[src/rtl/daisy_pkg.sv]
// Shared constants and types for the daisy-chain link.
// The TX side uses the same nibble width and training word.
package daisy_pkg;

    localparam int unsigned NIB_W         = 4;
    localparam int unsigned WORD_W        = 16;
    localparam int unsigned SLIP_WAIT_CYC = 4;

    localparam logic [WORD_W-1:0] TRAIN_PAT_DEF = 16'h00FF;

    typedef enum logic [1:0] {
        StIdle,
        StHunt,
        StSlipWait,
        StLocked
    } rx_state_e;

endpackage

[src/rtl/daisy_rx_word_asm.sv]
// Nibble-to-word assembler: shift register, nibble counter with slip, word boundary strobe.
// The first nibble received lands in word bits [3:0].
module daisy_rx_word_asm
    import daisy_pkg::*;
(
    input  logic              clk_i,
    input  logic              rst_ni,
    input  logic [NIB_W-1:0]  nib_i,
    input  logic              slip_i,
    output logic [WORD_W-1:0] word_o,
    output logic              boundary_o
);

    logic [WORD_W-1:0] sr_q, sr_d;
    logic [1:0]        nib_cnt_q, nib_cnt_d;

    always_comb begin
        sr_d      = {nib_i, sr_q[WORD_W-1:NIB_W]};
        // Holding the count for one cycle pushes the word boundary one nibble later.
        nib_cnt_d = slip_i ? nib_cnt_q : nib_cnt_q + 2'd1;
    end

    // Pure data path, left unreset so it keeps filling while reset is held.
    always_ff @(posedge clk_i) begin
        sr_q <= sr_d;
    end

    always_ff @(posedge clk_i) begin
        if (!rst_ni) begin
            nib_cnt_q <= '0;
        end else begin
            nib_cnt_q <= nib_cnt_d;
        end
    end

    assign word_o     = sr_q;
    assign boundary_o = (nib_cnt_q == 2'd3);

endmodule

[src/rtl/red_pitaya_daisy_rx_align.sv]
// Daisy-chain RX aligner: hunts bit and nibble alignment on a training word, then delivers words.
// Defining DAISY_RX_ERRCNT_EN adds err_cnt_o, a saturating count of training misses while locked.
module red_pitaya_daisy_rx_align
    import daisy_pkg::*;
#(
    parameter logic [WORD_W-1:0] TRAIN_PAT = TRAIN_PAT_DEF,
    parameter int unsigned       MATCH_CNT = 4,
    parameter int unsigned       TRY_WORDS = 8,
    parameter int unsigned       MISS_MAX  = 3
) (
    input  logic              par_clk_i,
    input  logic              par_rstn_i,
    input  logic              sync_mode_i,
    input  logic [NIB_W-1:0]  ser_nib_i,
    output logic              bitslip_o,
    input  logic              cfg_train_i,
    output logic              lock_o,
    output logic              par_dv_o,
    output logic [WORD_W-1:0] par_dat_o
`ifdef DAISY_RX_ERRCNT_EN
    ,
    output logic [15:0]       err_cnt_o
`endif
);

    logic [WORD_W-1:0] word;
    logic              boundary;
    logic              word_hit;
    logic              word_nz;
    logic              lock_miss;

    rx_state_e         state_q, state_d;
    logic [3:0]        match_cnt_q, match_cnt_d;
    logic [3:0]        try_cnt_q, try_cnt_d;
    logic [3:0]        miss_cnt_q, miss_cnt_d;
    logic [1:0]        phase_q, phase_d;
    logic [2:0]        wait_cnt_q, wait_cnt_d;
    logic              bitslip_q, bitslip_d;
    logic              slip_q, slip_d;
    logic              lock_q, lock_d;
    logic              dv_q, dv_d;
    logic [WORD_W-1:0] dat_q, dat_d;

    daisy_rx_word_asm u_word_asm (
        .clk_i      (par_clk_i),
        .rst_ni     (par_rstn_i),
        .nib_i      (ser_nib_i),
        .slip_i     (slip_q),
        .word_o     (word),
        .boundary_o (boundary)
    );

    assign word_hit  = (word == TRAIN_PAT);
    assign word_nz   = |word;
    assign lock_miss = !sync_mode_i && (state_q == StLocked) && cfg_train_i && boundary && !word_hit;

    always_comb begin
        state_d     = state_q;
        match_cnt_d = match_cnt_q;
        try_cnt_d   = try_cnt_q;
        miss_cnt_d  = miss_cnt_q;
        phase_d     = phase_q;
        wait_cnt_d  = wait_cnt_q;
        bitslip_d   = 1'b0;
        slip_d      = 1'b0;
        dv_d        = 1'b0;
        dat_d       = dat_q;
        lock_d      = lock_q;

        if (sync_mode_i) begin
            // Raw passthrough; the alignment FSM is frozen where it stands.
            dat_d  = {{(WORD_W-NIB_W){1'b0}}, ser_nib_i};
            dv_d   = 1'b1;
            lock_d = 1'b1;
        end else begin
            if (boundary && word_nz) begin
                dat_d = word;
            end

            unique case (state_q)
                StIdle: begin
                    if (cfg_train_i) begin
                        state_d = StHunt;
                    end
                end

                StHunt: begin
                    if (!cfg_train_i) begin
                        state_d     = StIdle;
                        match_cnt_d = '0;
                        try_cnt_d   = '0;
                        phase_d     = '0;
                    end else if (boundary) begin
                        if (word_hit) begin
                            if (match_cnt_q == 4'(MATCH_CNT - 1)) begin
                                state_d     = StLocked;
                                match_cnt_d = '0;
                                try_cnt_d   = '0;
                                miss_cnt_d  = '0;
                            end else begin
                                match_cnt_d = match_cnt_q + 4'd1;
                            end
                        end else begin
                            match_cnt_d = '0;
                            if (try_cnt_q == 4'(TRY_WORDS - 1)) begin
                                try_cnt_d = '0;
                                if (phase_q == 2'd3) begin
                                    phase_d    = '0;
                                    bitslip_d  = 1'b1;
                                    wait_cnt_d = '0;
                                    state_d    = StSlipWait;
                                end else begin
                                    phase_d = phase_q + 2'd1;
                                    slip_d  = 1'b1;
                                end
                            end else begin
                                try_cnt_d = try_cnt_q + 4'd1;
                            end
                        end
                    end
                end

                StSlipWait: begin
                    if (wait_cnt_q == 3'(SLIP_WAIT_CYC - 1)) begin
                        wait_cnt_d = '0;
                        state_d    = cfg_train_i ? StHunt : StIdle;
                    end else begin
                        wait_cnt_d = wait_cnt_q + 3'd1;
                    end
                end

                StLocked: begin
                    if (cfg_train_i) begin
                        if (boundary && word_hit) begin
                            miss_cnt_d = '0;
                        end else if (lock_miss) begin
                            if (miss_cnt_q == 4'(MISS_MAX - 1)) begin
                                miss_cnt_d = '0;
                                state_d    = StHunt;
                            end else begin
                                miss_cnt_d = miss_cnt_q + 4'd1;
                            end
                        end
                    end else if (boundary && word_nz) begin
                        dv_d = 1'b1;
                    end
                end

                default: state_d = StIdle;
            endcase

            lock_d = (state_d == StLocked);
        end
    end

    always_ff @(posedge par_clk_i) begin
        if (!par_rstn_i) begin
            state_q     <= StIdle;
            match_cnt_q <= '0;
            try_cnt_q   <= '0;
            miss_cnt_q  <= '0;
            phase_q     <= '0;
            wait_cnt_q  <= '0;
            bitslip_q   <= 1'b0;
            slip_q      <= 1'b0;
            lock_q      <= 1'b0;
            dv_q        <= 1'b0;
            dat_q       <= '0;
        end else begin
            state_q     <= state_d;
            match_cnt_q <= match_cnt_d;
            try_cnt_q   <= try_cnt_d;
            miss_cnt_q  <= miss_cnt_d;
            phase_q     <= phase_d;
            wait_cnt_q  <= wait_cnt_d;
            bitslip_q   <= bitslip_d;
            slip_q      <= slip_d;
            lock_q      <= lock_d;
            dv_q        <= dv_d;
            dat_q       <= dat_d;
        end
    end

    assign bitslip_o = bitslip_q;
    assign lock_o    = lock_q;
    assign par_dv_o  = dv_q;
    assign par_dat_o = dat_q;

`ifdef DAISY_RX_ERRCNT_EN
    logic [15:0] err_cnt_q, err_cnt_d;
    logic        cfg_train_q;

    always_comb begin
        err_cnt_d = err_cnt_q;
        if (cfg_train_i && !cfg_train_q) begin
            err_cnt_d = '0;
        end else if (lock_miss && (err_cnt_q != 16'hFFFF)) begin
            err_cnt_d = err_cnt_q + 16'd1;
        end
    end

    always_ff @(posedge par_clk_i) begin
        if (!par_rstn_i) begin
            err_cnt_q   <= '0;
            cfg_train_q <= 1'b0;
        end else begin
            err_cnt_q   <= err_cnt_d;
            cfg_train_q <= cfg_train_i;
        end
    end

    assign err_cnt_o = err_cnt_q;
`endif

endmodule

[config.mk]
export PLATFORM = sky130hd
export DESIGN_NAME = red_pitaya_daisy_rx_align
export DESIGN_NICKNAME = d
export VERILOG_FILES = /design/src/rtl/daisy_pkg.sv /design/src/rtl/daisy_rx_word_asm.sv /design/src/rtl/red_pitaya_daisy_rx_align.sv
export SDC_FILE = /design/constraint.sdc
export NUM_CORES = 1
export LEC_CHECK = 0
export CORE_MARGIN = 3
export CORE_UTILIZATION = 40
export CTS_BUF_LIST = sky130_fd_sc_hd__clkbuf_2
export CTS_CLUSTER_SIZE = 40
export DETAILED_ROUTE_END_ITERATION = 8
export SYNTH_ARGS = -nofsm -noshare
export SYNTH_HDL_FRONTEND = slang
export SYNTH_HIERARCHICAL = 1
export SYNTH_SLANG_ARGS = --single-unit
[constraint.sdc]
create_clock -name par_clk_i -period 2.3 [get_ports par_clk_i]
set_input_delay 0.46 -clock par_clk_i [delete_from_list [all_inputs] [get_ports par_clk_i]]
set_output_delay 0.46 -clock par_clk_i [all_outputs]
set_load 0.01 [all_outputs]
* Yosys cells after proc, flatten, opt, wreduce, memory -nomap -nowiden *
Index checks and enable logic that the tools add are counted.

storage, ports and cells
  register bits after elaboration = 57
  bits of input ports = 8
  output and inout bits = 19
  logic and storage cells = 123

operators by class
  add/sub/neg operators = 6
  eq/ne operators = 24
  mux-type cells = 53
  bitwise logic cells = 6
  reductions and logical operators = 20

operators by type and width
  kind                 count
  $mux 4               18
  $mux 2               18
  $mux 3               6
  $ne 2x2->1 const B   9
  $eq 16x8->1 const B  1
  $reduce_or 16->1     1
  $add 4x1->4 const B  3
  $eq 2x2->1 const B   5
  $eq 4x2->1 const B   2
  $mux 1               8
  $pmux 2 s4           1
  $pmux 4 s2           1
  $reduce_and 8->1     1
  $reduce_and 7->1     1
  $reduce_or 7->1      1
  $logic_and 1x1->1    6
  $ne 3x2->1 const B   2
  $not 1->1            6
  $pmux 3 s2           1
  $reduce_bool 2->1    3
  $reduce_and 5->1     1
  $add 2x1->2 const B  2
  $eq 4x3->1 const B   1
  $ne 2x1->1 const B   2
  other kinds (8)      9

* Logic depth before layout (Yosys ltp) *
  depth in word-level cells = 12
  mapped depth = 6
  gate-level depth less buffers = 6

* By module *
Netlist, hierarchy kept.

by module, submodules not included
  module                     instances  cells an instance  area an instance (um^2)  sequential area each (um^2)
  red_pitaya_daisy_rx_align  1          237                1979.4                   780.7
  daisy_rx_word_asm          1          23                 404.1                    360.3

* Worst setup path before layout *
Ideal clock, no wire load.

  path kind = reg-to-reg
  from = register u_word_asm.sr_q[11] (netlist: u_word_asm/word_o[11])
  to = register match_cnt_q[0]
  library setup time = 0.070 ns
  data arrival time = 2.052 ns
  required time = 2.230 ns
  slack = 0.178 ns
  cell stages (with the launch flop) = 5
  buffers on the path = 0
  clock period less this slack = 2.122 ns
  cells stage by stage = dfxtp_1 -> or4_4 -> or4_4 -> or4_1 -> a21oi_1

on the way
  cells in the longest elaborated chain, start to end = 4

RTL lines
  element                 line                              source
  start, declared         daisy_rx_word_asm.sv:14           logic [WORD_W-1:0] sr_q, sr_d;
  start signal, assigned  daisy_rx_word_asm.sv:25           sr_q <= sr_d;
  $eq 16x8->1             red_pitaya_daisy_rx_align.sv:53   assign word_hit = (word == TRAIN_PAT);
  $mux 4                  red_pitaya_daisy_rx_align.sv:94   if (word_hit) begin
  $mux 4                  red_pitaya_daisy_rx_align.sv:93   end else if (boundary) begin
  $mux 4                  red_pitaya_daisy_rx_align.sv:88   if (!cfg_train_i) begin
  end signal, assigned    red_pitaya_daisy_rx_align.sv:171  match_cnt_q <= match_cnt_d;
  end, declared           red_pitaya_daisy_rx_align.sv:33   logic [3:0] match_cnt_q, match_cnt_d;

No other way between the ends. The select of a mux whose other input is x is not followed.
A chain may end at the register's enable or synchronous reset.

* Worst setup path after layout *
Ends and elaborated chain as after synthesis.

==> summary.md <==
| Metric | Value |
|---|---|
| Die H | `83.2 um` |
| Crit end category | `register` |
| Post-Synthesis Cells | `260` |
| Final setup vio count | `0` |
| Syn nets | `275` |
| Worst min-delay path startpoint | `u_word_asm/word_o[4]` |
| Max Buffers Root-to-Sink | `2` |
| Worst skew pair latency | `0.51 ns` |
| Critical Path Start Type | `register` |
| Drt initial violations | `164` |
| Seq. cell area | `0.00114 mm^2` |
| Htree depth | `3` |
| Layout fillers | `548` |
| Slew Viols, Final | `0` |
| Post-synth EDFFs | `0` |
| WP data required | `2.74 ns` |
| Core box area | `0.00564 mm^2` |
| Outcome | `complete, no violations` |
| Peak VDD IR | `0.394 mV` |
| Crit share post-route | `0.954` |
| Sw Ratio | `0.259` |
| Synth Flop Type | `dfxtp_1` |
| Die W | `83.2 um` |
| Worst-path fanout max | `3` |
| Reg-to-Reg Start | `u_word_asm/word_o[11]` |
| Yosys warning total | `6` |
| Area leader, netlist | `dfxtp_1` |
| Setup slack, reg-to-reg | `0.11 ns` |
| Synth area leaders | `dfxtp_1 (48%), nand2_1 (4.1%), mux2i_1 (3.8%)` |
| TritonCTS buffer count | `9` |
| Gr ovfl total | `0` |
| I/O Buffers | `26` |
| Int Power | `1450 uW` |
| Placed insts | `361` |
| Final-report hold violation count | `0` |
| Tmin final | `2.19 ns` |
| First-pass iteration count of the detailed router | `4` |
| Post-CTS Setup Inserts | `0` |
| DRC errors left | `0` |
| Layout cells sized above 1 | `0.125` |
| Synthesis-to-finish area growth | `23.8%` |
| Post-route insts no fill | `377` |
| Crit path cell chain | `or4_4 -> or4_4 -> or4_1 -> a21oi_1` |
| Critical path's slowest cell | `or4_4` |
| Die area | `0.00692 mm^2` |
| Post-route ant nets | `0` |
| #FFs+latches synth | `57` |
| Crit-path most repeated cell | `or4_4` |
| Root buf cell | `clkbuf_2` |
| Crit. Startpoint | `u_word_asm/word_o[11]` |
| Via count | `2040` |
| Antenna violations before repair | `0` |
| Max-Cap Viols | `0` |
| Standard-cell rows | `27` |
| Most frequent cells after synthesis | `dfxtp_1 (57), nand2_1 (26), nor2_1 (21), nand3_1 (14)` |
| Worst-margin pin slew | `0.491 ns` |
| Average cell area after synthesis | `9.17 um^2` |
| Fmax | `456 MHz` |
| Global placer's final weighted congestion | `0.857` |
| DR WL/cell | `14.9 um` |
| Synth Cell Area | `0.00238 mm^2` |
| Leak | `0.00109 uW` |
| FFs w/ async S/R, synth | `0` |
| Yosys top cell area share | `0.479` |
| CP arrival | `2.63 ns` |
| Antenna diode count | `0` |
| Clock Sinks | `57` |
| Initial core utilization | `0.422` |
| Vias per Instance | `5.41` |
| Psw | `509 uW` |
| RSZ-0062 raised after global routing | `no` |
| Dpl hpwl | `4.00 mm` |
| Reg clk slew, reported paths | `0.20 ns` |
| Pwr/cell area | `665 mW/mm^2` |
| Post-layout nets | `315` |
| Worst Setup Path Type | `register to register` |
| Number of distinct library cells after synthesis | `47` |
| CTS tree | `done` |
| Worst path max stage delay | `0.57 ns` |
| Slew margin rel. | `0.672` |
| Ports | `27` |
| Worst Skew | `0.0293 ns` |
| Number of global-route vias before repair | `2065` |
| Most frequent cell after synthesis | `dfxtp_1` |
| Area occupied by multi-input gates | `0.00116 mm^2` |
| Hold Crit Class | `register to register` |
| Final Power | `1960 uW` |
| Tot GR Track Use | `0.179` |
| First-pass GRT wire length | `10.1 mm` |
| Clock power share | `0.401` |
| Largest net degree at the start of global routing | `22` |
| Routed wire length | `5.63 mm` |
| Seq/Total Area, Yosys | `0.479` |
| Setup TNS Final | `0 ns` |
| Seq pwr share | `0.531` |
| Gate power share | `0.069` |
-- stage by stage --
step	hold WS [ns]	setup WS [ns]	cell area (um^2)	util
detailed placement	0.360	0.0963	2800	0.496
global placement	0.355	0.110	2800	0.496
CTS	0.361	0.0644	2950	0.522
floorplan	0.350	0.178	2380	-
finish	0.380	0.106	2950	0.523
global route	0.334	0.0426	2950	0.523
-- cells in the final DEF (no fill, tap or decap), types with 5 or more instances in the layout --
cell type,n
inv_1,9
buf_4,15
nand4_1,12
a221oi_1,5
nor2_1,21
nand2b_1,5
a31oi_1,5
clkdlybuf4s50_1,26
ha_1,7
nand2_1,26
o21ai_0,5
nand3_1,14
a21oi_1,12
clkbuf_2,9
nor3_1,9
mux2i_1,9
dfxtp_1,57
-- critical path: cells and delay by family, from the launching register on --
kind	cells	cell delay [ns]
simple gates	3	1.64
flops	1	0.36
compound gates	1	0.14
-- path summary, 6_finish.rpt --
check,endpoint,cells after the start
setup / recovery,match_cnt_q[0],4
hold / removal,u_word_asm/word_o[0],0
setup reg to reg,match_cnt_q[0],4
hold reg to reg,u_word_asm/word_o[0],0
-- kinds of logic (layout without fill, tap and decap cells) --
group / after synthesis / after routing / share of synthesized area
adder cells (fa/ha/maj): 7 / 7 / 0.0367
AND/OR/NAND/NOR: 116 / 116 / 0.265
multiplexers: 10 / 10 / 0.0425
flip-flops: 57 / 57 / 0.479
buffers and inverters: 22 / 67 / 0.0357
AO/OA/AOI/OAI: 47 / 47 / 0.138
XOR/XNOR: 1 / 1 / 0.00368
-- flip-flops by register name, summed over array words and instances (netlist names), 3 cells and up --
register           flops
par_dat_o             16
u_word_asm/word_o     16
match_cnt_q            4
miss_cnt_q             4
try_cnt_q              4
wait_cnt_q             3
-- metal layers --
metal / share of wire / track usage
met4: 0.019 / 0.0713
met3: 0.062 / 0.0675
met2: 0.44 / 0.270
met5: 0 / 0
met1: 0.48 / 0.230
-- timing repair --
action / 4_1_cts / 5_1_grt
endpoints found under the setup margin: 0 / 4
hold buffers: 0 / 0
gates resized for setup: 0 / 1
-- power by group through the flow --
| stage | registers [uW] | logic [uW] | clock network [uW] |
|---|---|---|---|
| final | 1040 | 135 | 786 |
| after global routing | 1050 | 149 | 860 |
| after CTS | 1040 | 136 | 810 |
| after detailed placement | 1060 | 134 | 0 |
| after global placement | 1060 | 134 | 0 |
| after floorplan | 1060 | 68.1 | 0 |
-- area by class of cell --
cell class,count,share of cell area
tap,72,0.0305
clock buffer,9,0.0153
clock inverter,7,0.0348
inverter,10,0.0127
sequential,57,0.387
timing repair buffer,41,0.126
multi-input combinational,181,0.394
No activity file was read; power rests on OpenSTA's default activity.
